[src/rtl/scalar_mult_ctrl.sv]
// scalar_mult_ctrl
// Sequencer for right-to-left binary scalar multiplication R = k*P.
// Walks the scalar one key bit at a time, starting from bit 0.
// For each bit it issues load/add commands to the EC point datapath.
// It then doubles Q and asks the key-bit shifter for the next bit.
// All outputs are registered. Command pulses are one cycle wide, and
// they are raised on the transition into the state that owns them.

module scalar_mult_ctrl #(
  parameter int KEY_BITS = 32,
  parameter int CNT_W    = 6
) (
  input  logic             i_clk,
  input  logic             i_rst,
  input  logic             i_start,
  input  logic             k_bit,
  input  logic             key_shift_done_to_control,
  output logic             key_shift_done_from_control,
  output logic             r_load,
  output logic             add_start,
  output logic             dbl_start,
  input  logic             op_done,
  output logic             busy,
  output logic             done,
  output logic             r_is_inf,
  output logic [CNT_W-1:0] bit_cnt
);

  // Sequencer states. LOAD and ADD each own one command pulse, and so
  // does DBL. OPW and DBLW park until the datapath reports completion.
  // SACK parks until the shifter acknowledges the index step.
  typedef enum logic [3:0] {
    S_IDLE,
    S_FETCH,
    S_LOAD,
    S_ADD,
    S_OPW,
    S_CHK,
    S_DBL,
    S_DBLW,
    S_SREQ,
    S_SACK,
    S_FIN
  } state_t;

  // Index of the most significant key bit. No doubling is issued after it.
  localparam logic [CNT_W-1:0] LAST_BIT = CNT_W'(KEY_BITS - 1);

  state_t           state_q;
  logic             shift_req_q;
  logic             r_load_q;
  logic             add_start_q;
  logic             dbl_start_q;
  logic             busy_q;
  logic             done_q;
  logic             r_is_inf_q;
  logic [CNT_W-1:0] bit_cnt_q;

  // Single-block sequencer. Pulse registers default low every cycle, and
  // each one is set only on the transition into the state that owns it.
  // This keeps every pulse exactly one cycle wide, with at most one
  // command outstanding at a time.
  always_ff @(posedge i_clk or posedge i_rst) begin
    if (i_rst) begin
      state_q     <= S_IDLE;
      shift_req_q <= 1'b0;
      r_load_q    <= 1'b0;
      add_start_q <= 1'b0;
      dbl_start_q <= 1'b0;
      busy_q      <= 1'b0;
      done_q      <= 1'b0;
      r_is_inf_q  <= 1'b1;
      bit_cnt_q   <= '0;
    end else begin
      shift_req_q <= 1'b0;
      r_load_q    <= 1'b0;
      add_start_q <= 1'b0;
      dbl_start_q <= 1'b0;
      done_q      <= 1'b0;

      unique case (state_q)
        S_IDLE: begin
          if (i_start) begin
            state_q    <= S_FETCH;
            busy_q     <= 1'b1;
            r_is_inf_q <= 1'b1;
            bit_cnt_q  <= '0;
          end
        end

        // The first set bit loads R directly from Q. Later set bits add Q into R.
        S_FETCH: begin
          if (k_bit && r_is_inf_q) begin
            state_q  <= S_LOAD;
            r_load_q <= 1'b1;
          end else if (k_bit) begin
            state_q     <= S_ADD;
            add_start_q <= 1'b1;
          end else begin
            state_q <= S_CHK;
          end
        end

        S_LOAD: begin
          r_is_inf_q <= 1'b0;
          state_q    <= S_OPW;
        end

        S_ADD: begin
          state_q <= S_OPW;
        end

        S_OPW: begin
          if (op_done) begin
            state_q <= S_CHK;
          end
        end

        S_CHK: begin
          if (bit_cnt_q == LAST_BIT) begin
            state_q <= S_FIN;
            done_q  <= 1'b1;
            busy_q  <= 1'b0;
          end else begin
            state_q     <= S_DBL;
            dbl_start_q <= 1'b1;
          end
        end

        S_DBL: begin
          state_q <= S_DBLW;
        end

        S_DBLW: begin
          if (op_done) begin
            state_q     <= S_SREQ;
            shift_req_q <= 1'b1;
          end
        end

        S_SREQ: begin
          state_q <= S_SACK;
        end

        // The shifter has advanced its index once it acks.
        // FETCH therefore sees the new key bit.
        S_SACK: begin
          if (key_shift_done_to_control) begin
            bit_cnt_q <= bit_cnt_q + 1'b1;
            state_q   <= S_FETCH;
          end
        end

        S_FIN: begin
          state_q <= S_IDLE;
        end

        default: begin
          state_q <= S_IDLE;
        end
      endcase
    end
  end

  assign key_shift_done_from_control = shift_req_q;
  assign r_load                      = r_load_q;
  assign add_start                   = add_start_q;
  assign dbl_start                   = dbl_start_q;
  assign busy                        = busy_q;
  assign done                        = done_q;
  assign r_is_inf                    = r_is_inf_q;
  assign bit_cnt                     = bit_cnt_q;

endmodule
[config.mk]
export PLATFORM = sky130hd
export DESIGN_NAME = scalar_mult_ctrl
export DESIGN_NICKNAME = d
export VERILOG_FILES = /design/src/rtl/scalar_mult_ctrl.sv
export SDC_FILE = /design/constraint.sdc
export NUM_CORES = 1
export LEC_CHECK = 0
export CAP_MARGIN = 5
export CORE_UTILIZATION = 55
export CTS_BUF_LIST = sky130_fd_sc_hd__clkbuf_4
export CTS_CLUSTER_DIAMETER = 200
export DETAILED_ROUTE_END_ITERATION = 6
export GPL_TIMING_DRIVEN = 1
export PLACE_DENSITY = 0.84
export SLEW_MARGIN = 10
export SYNTH_ARGS = -nofsm -noshare
export SYNTH_HDL_FRONTEND = slang
export SYNTH_SLANG_ARGS = --single-unit
[constraint.sdc]
create_clock -name i_clk -period 2.4 [get_ports i_clk]
set_input_delay 0.24 -clock i_clk [delete_from_list [all_inputs] [get_ports i_clk]]
set_output_delay 0.24 -clock i_clk [all_outputs]
set_load 0.05 [all_outputs]
==> results of run 1 <==
[worst reg2reg max path, delay by kind of cell (launching register included)]
kind / cells / cell delay, ns
xor gates and xnor gates: 1 / 0.19
and+or+nand+nor: 2 / 0.60
AOI/OAI and AO/OA: 1 / 0.26
DFF: 1 / 0.54
[flip-flops by register name, indices dropped and copies added, names as in the netlist]
signal / flops
done: 1
r_is_inf: 1
dbl_start: 1
key_shift_done_from_control: 1
bit_cnt: 6
add_start: 1
r_load: 1
busy: 1
state_q: 4
[cell type report]
cell class | instances | area (µm²)
sequential | 17 | 426.7
fill | 115 | 416.7
clock buffer | 4 | 30.03
multi-input combinational | 65 | 410.4
inverter | 6 | 22.52
tap | 16 | 20.02
timing repair buffer | 18 | 180.2
[report_power, final]
part,internal [mW],switching [mW],leakage [nW]
combinational,0.195,0.298,0.242
clock,0.0761,0.0902,0.0184
sequential,0.362,0.147,0.221
[cell usage after synthesis (3+ instances only)]
cell type	count
dfrtp_1	16
nor2_1	10
nand2_1	7
inv_1	6
a21oi_1	5
o21ai_0	5
nor3_1	4
o2111ai_1	4
xor2_1	4
and3_1	3
buf_2	3
nand2b_1	3
[cells by family after synthesis]
kind of cell,count (synthesis)
buffers and inverters,11
adder cells (fa/ha/maj),1
multiplexers,1
flip-flops,17
AO/OA/AOI/OAI,22
AND/OR/NAND/NOR,37
XOR/XNOR,4
[per-layer routing]
| layer | GRT usage [%] | up-vias |
|---|---|---|
| met3 | 5.603 | 5 |
| met4 | 11.25 | 0 |
| met2 | 36.88 | 32 |
| li1 | - | 364 |
| met5 | 0 | - |
| met1 | 34.10 | 343 |
[stage by stage]
| step | area, µm² | total power [mW] | std cells | hold WS [ns] |
|---|---|---|---|---|
| floorplan | 882.1 | 0.8669 | 93 | 0.1653 |
| global route | 1090 | 1.239 | 126 | 0.3835 |
| global placement | 1060 | 0.9791 | 122 | 0.4677 |
| detailed placement | 1060 | 0.9967 | 122 | 0.4753 |
| finish | 1090 | 1.169 | 126 | 0.3170 |
| CTS | 1090 | 1.166 | 126 | 0.3388 |
[how the worst max path moves through the flow]
stage / from / endpoint / depth (start not counted)
floorplan: bit_cnt[0] / state_q[2] / 4
global placement: r_is_inf / r_is_inf / 1
detailed placement: i_start / bit_cnt[5] / 5
CTS: r_is_inf / r_is_inf / 1
global route: r_is_inf / r_is_inf / 1
finish: r_is_inf / r_is_inf / 1
==> impl_metrics.csv, run 1 <==
group,metric,value,unit
synthesis,synth-seq-area-share,48.37,%
synthesis,synth_top_area_cell,"dfrtp_1",
clock_network,cts_num_sinks,17,
drt,wl_met3,114,µm
floorplan,die_x,42.05,µm
synthesis,yosys-top-cells-area,"dfrtp_1 45%, nor2_1 4.3%, o2111ai_1 4.0%",
synthesis,synth_fa_ha_area_share,1.418,%
drt,vias,744,
floorplan,fp.dieH,42.05,µm
worst_setup_path,r2r_end,"bit_cnt[5]",
worst_setup_path,cp.arrival,1.68,ns
grt,grt_pass1_vias,702,
placed_design,io_buffers,18,
clock_network,clock_path_buffers,2,
synthesis,synth_edf_count,0,
timing,fin_crit,1.917,ns
timing,hold_viol_final,0,
clock_network,cts-buffers-inserted,3,
worst_setup_path,slowest_delay,0.81,ns
timing,clock_skew,0.0009093,ns
final_layout,post-route-util,72.34,%
timing,finalCritPeriodShare,79.89,%
synthesis,async_flop_share,100.0,%
final_layout,antennaDiodeCount,0,
clock_network,cts_resized,0,
worst_setup_path,regToRegSetupSlack,0.75,ns
synthesis,syn-num-nets,100,
synthesis,ys_ff_latch,17,
worst_setup_path,slowest_stage,"clkdlybuf4s50_1",
timing,maxSlewViolCount,0,
timing,rsz0062_at_grt,"no",
synthesis,syn_inst,93,
synthesis,yosysTopAreaCellShare,45.39,%
worst_setup_path,path_cells,"clkdlybuf4s50_1",
grt,grt_pass1_wl,3236,µm
drt,routed_wirelength,1837,µm
synthesis,synth_area_per_cell,9.485,µm²
worst_setup_path,r2r_cells,4,
drt,vias_per_cell,5.905,
synthesis,yosysWarnings,0,
drt,antenna_left,0,
clock_network,htreeDepth,1,
timing,tightest_slew,0.6358,ns
grt,track_usage,24.56,%
floorplan,num_io_pins,19,
drt,drtPass1Iterations,4,
final_layout,areaGrowthSynthToFinish,23.55,%
worst_setup_path,startpoint_type,"flip-flop",
power_and_ir_drop,power.density,1073,nW/µm²
floorplan,num_rows,14,
clock_network,cts_root_buf,"clkbuf_4",
synthesis,syn_area,882.1,µm²
worst_setup_path,end_kind,"primary output",
drt,drt_iter0_drc,28,
synthesis,yosysUniqueCellTypes,30,
floorplan,core_area,1506,µm²
clock_network,cts_hold_buf,0,
worst_setup_path,worstSetupPathType,"reg -> out",
drt,dr_wl_met2,846,µm
power_and_ir_drop,p_leak,0.4807,nW
run_status,run_status,"finished clean",
placed_design,dp_slack,0.7257,ns
worst_setup_path,reg2reg_from,"state_q[1]",
floorplan,dieArea,1768,µm²
worst_setup_path,critPathTopFamily,"buffers and inverters",
final_layout,mostFrequentLayoutCells,"18 x clkdlybuf4s50_1, 16 x dfrtp_1, 10 x nor2_1, 7 x nand2_1, 6 x inv_1",
clock_network,path_clk_slew,0.09,ns
synthesis,synthXorXnorAreaFrac,3.972,%
timing,finalSetupViolCount,0,
placed_design,hpwlAfterDp,1244,µm
worst_setup_path,crit_fanout,5,
clock_network,worst_skew_pair.late_latency,0.29,ns
drt,drc,0,
final_layout,final_common_cell,"clkdlybuf4s50_1",
grt,grt_antenna_before_repair,0,
timing,setup_tns,0,ns
hold_path,hold_path_class,"in -> async",
clock_network,postCtsSetupRepairBufs,0,
grt,grt_max_degree,20,
job,cap_violations,0,
floorplan,initial_core_util,58.55,%
timing,fmax,0.5215,GHz
drt,top_layer,"met4",
power_and_ir_drop,vdd_drop_max,1.026,mV
timing,setup_ws,0.4826,ns
drt,wl_met1,843,µm
synthesis,synth-compound-area-share,17.87,%
final_layout,final_layout_size_suffix_gt1_share,9.091,%
clock_network,cts_tree,"done",
worst_setup_path,path_buf_inv,1,
grt,overflow,0,
synthesis,synth_simple_gate_area_share,21.99,%
final_layout,layout.nets,118,
drt,routedWlPerCell,14.58,µm
timing,maxSlewHeadroom,57.57,%
worst_setup_path,worstPathRequired,2.16,ns
synthesis,synth_mux_area_share,1.277,%
synthesis,ys.flop_type,"dfrtp_1",
placed_design,gp_congestion,0.8341,
synthesis,synth_top_family_by_area,"simple AND/OR/NAND/NOR gates",
No activity file was read; power rests on OpenSTA's default activity.
==> inputs of run 2 (changes only) <==
Settings changed: CORE_UTILIZATION 55 to 46, PLACE_DENSITY 0.84 to 0.74.
Clock period 2.4 ns to 1.65 ns, I/O delays scaled along.
==> run 2 against run 1 <==
Effect of this change:
- routed wire length shrank 7.1%
- cell count grew 13%
- via count shrank 0.67%
- combinational power up 86%
- clock-buffer cell count did not move
- critical path type unchanged
- critical endpoint is now dbl_start
- largest power group is now combinational logic
- highest routed layer unchanged
==> impl_metrics.csv, run 2 (synthesized netlist as in run 1, its figures left out) <==
group,metric,value,unit
timing,finalCritPeriodShare,95.94,%
worst_setup_path,regToRegSetupSlack,0.18,ns
final_layout,final_common_cell,"dfrtp_1",
final_layout,areaGrowthSynthToFinish,30.07,%
drt,vias,739,
placed_design,gp_congestion,0.8608,
final_layout,mostFrequentLayoutCells,"15 x dfrtp_1, 14 x buf_4, 10 x nor2_1, 10 x clkdlybuf4s50_1, 7 x nand2_1",
power_and_ir_drop,switching_share,43.34,%
clock_network,cts_tree,"done",
worst_setup_path,startpoint_type,"flip-flop",
drt,routed_wirelength,1706,µm
clock_network,path_clk_slew,0.10,ns
timing,finalSetupViolCount,0,
clock_network,cts_root_buf,"clkbuf_4",
floorplan,core_area,1764,µm²
job,cap_violations,0,
power_and_ir_drop,power.density,1571,nW/µm²
timing,hold_viol_final,0,
power_and_ir_drop,internal_power,1.022,mW
timing,rsz0062_at_grt,"no",
grt,grt_max_degree,11,
worst_setup_path,r2r_end,"state_q[2]",
floorplan,num_rows,15,
final_layout,fill_cells,155,
placed_design,dpl_cell_area,1117,µm²
floorplan,fp.dieH,45.79,µm
timing,maxSlewHeadroom,67.17,%
floorplan,dieArea,2097,µm²
worst_setup_path,worstPathRequired,1.48,ns
run_status,run_status,"finished clean",
worst_setup_path,crit_fanout,1,
worst_setup_path,slowest_stage,"clkdlybuf4s50_1",
worst_setup_path,slowest_delay,0.80,ns
power_and_ir_drop,vdd_drop_max,0.9016,mV
grt,track_usage,19.72,%
floorplan,num_io_pins,19,
power_and_ir_drop,p_comb_share,50.9,%
timing,clock_skew,0.001305,ns
clock_network,worst_skew_pair.late_latency,0.28,ns
timing,setup_tns,0,ns
final_layout,largest_reg_flops,6,
power_and_ir_drop,p_switching,0.7815,mW
timing,fmax,0.6317,GHz
hold_path,hold_path_class,"in -> async",
drt,drc,0,
power_and_ir_drop,seq_power_share,36.1,%
power_and_ir_drop,p_leak,0.5316,nW
timing,fin_crit,1.583,ns
placed_design,io_buffers,18,
clock_network,clock_path_buffers,2,
clock_network,postCtsSetupRepairBufs,0,
placed_design,hpwlAfterDp,1309,µm
drt,vias_per_cell,5.204,
timing,tightest_slew,0.4910,ns
grt,grt_pass1_wl,2904,µm
drt,drt_iter0_drc,17,
clock_network,cts_hold_buf,0,
clock_network,cts_resized,0,
timing,maxSlewViolCount,0,
clock_network,cts_num_sinks,17,
final_layout,antennaDiodeCount,0,
drt,routedWlPerCell,12.01,µm
grt,grt_pass1_vias,696,
worst_setup_path,reg2reg_from,"bit_cnt[0]",
floorplan,initial_core_util,50.00,%
drt,antenna_left,0,
power_and_ir_drop,clkPwrFrac,13.0,%
worst_setup_path,worstSetupPathType,"reg -> out",
drt,drtPass1Iterations,4,
floorplan,die_x,45.79,µm
worst_setup_path,path_buf_inv,1,
clock_network,htreeDepth,1,
worst_setup_path,critPathTopFamily,"buffers and inverters",
worst_setup_path,cp.arrival,1.42,ns
final_layout,final_layout_size_suffix_gt1_share,22.22,%
grt,overflow,0,
grt,grt_antenna_before_repair,0,
worst_setup_path,end_kind,"primary output",
final_layout,layout.nets,125,
clock_network,cts-buffers-inserted,3,
worst_setup_path,r2r_cells,4,
worst_setup_path,path_cells,"clkdlybuf4s50_1",
final_layout,multi_input_area,410.4,µm²
final_layout,final_area,1147,µm²
final_layout,ff_latch_area,427.9,µm²
-- run 2: changes by cell type in the layout (fill, tap and decap cells not counted) --
cell,before,now
buf_4,0,14
dfrtp_2,0,1
buf_12,0,1
dfrtp_1,16,15
clkdlybuf4s50_1,18,10
-- run 2: worst max path at each step --
stage / slack (ns) / depth (start not counted) / to / startpoint
final: 0.07 / 1 / dbl_start / dbl_start
after detailed placement: 0.12 / 5 / bit_cnt[3] / i_start
after global placement: 0.15 / 5 / bit_cnt[5] / i_start
after CTS: 0.05 / 1 / dbl_start / dbl_start
after global routing: 0.006 / 1 / add_start / add_start
after floorplan: 0.02 / 4 / state_q[2] / bit_cnt[1]
-- run 2: worst reg2reg max path, stage by stage, from the launching register on --
cell and delay (ns):
dfrtp_2 0.44, ha_1 0.23, and3b_4 0.20, mux2_2 0.27
a311oi_2 0.25
-- run 2: area by class of cell --
class	count	share of cell area (%)
sequential	17	37.30
inverter	6	1.963
tap	25	2.726
clock buffer	4	2.617
multi-input combinational	65	35.77
timing repair buffer	25	19.63
-- run 2: routing by layer --
metal | part of all wire (%) | vias up | wire, µm | GRT usage, %
li1 | - | 380 | - | -
met1 | 48 | 343 | 821 | 26.25
met2 | 48 | 14 | 814 | 30.57
met3 | 3.2 | 2 | 54 | 3.968
met4 | 0.88 | 0 | 15 | 9.412
met5 | 0 | - | 0 | 0
-- run 2: metrics by stage --
| stage | cells | worst slack (ns) | utilization, % | hold slack (ns) | total power [mW] |
|---|---|---|---|---|---|
| 2_1_floorplan | 93 | 0.02381 | - | 0.09027 | 1.263 |
| 3_3_place_gp | 138 | 0.1513 | 63.33 | 0.4651 | 1.551 |
| 3_5_place_dp | 138 | 0.1159 | 63.33 | 0.4637 | 1.572 |
| 4_1_cts | 142 | 0.05238 | 65.04 | 0.1528 | 1.811 |
| 5_1_grt | 142 | 0.005729 | 65.04 | 0.1698 | 1.930 |
| 6_report | 142 | 0.06692 | 65.04 | 0.1552 | 1.803 |
-- run 2: power groups by stage --
stage	logic, mW	registers (mW)	clock network, mW
CTS	0.917	0.649	0.245
floorplan	0.463	0.800	0
finish	0.917	0.651	0.234
global route	1.00	0.665	0.264
detailed placement	0.914	0.658	0
global placement	0.897	0.654	0
==> inputs of run 3 (changes only) <==
Settings changed: CTS_CLUSTER_DIAMETER 200 to 100.
==> results of run 3 <==
Same layout as run 2: the final DEF is identical, and so are final timing and power.
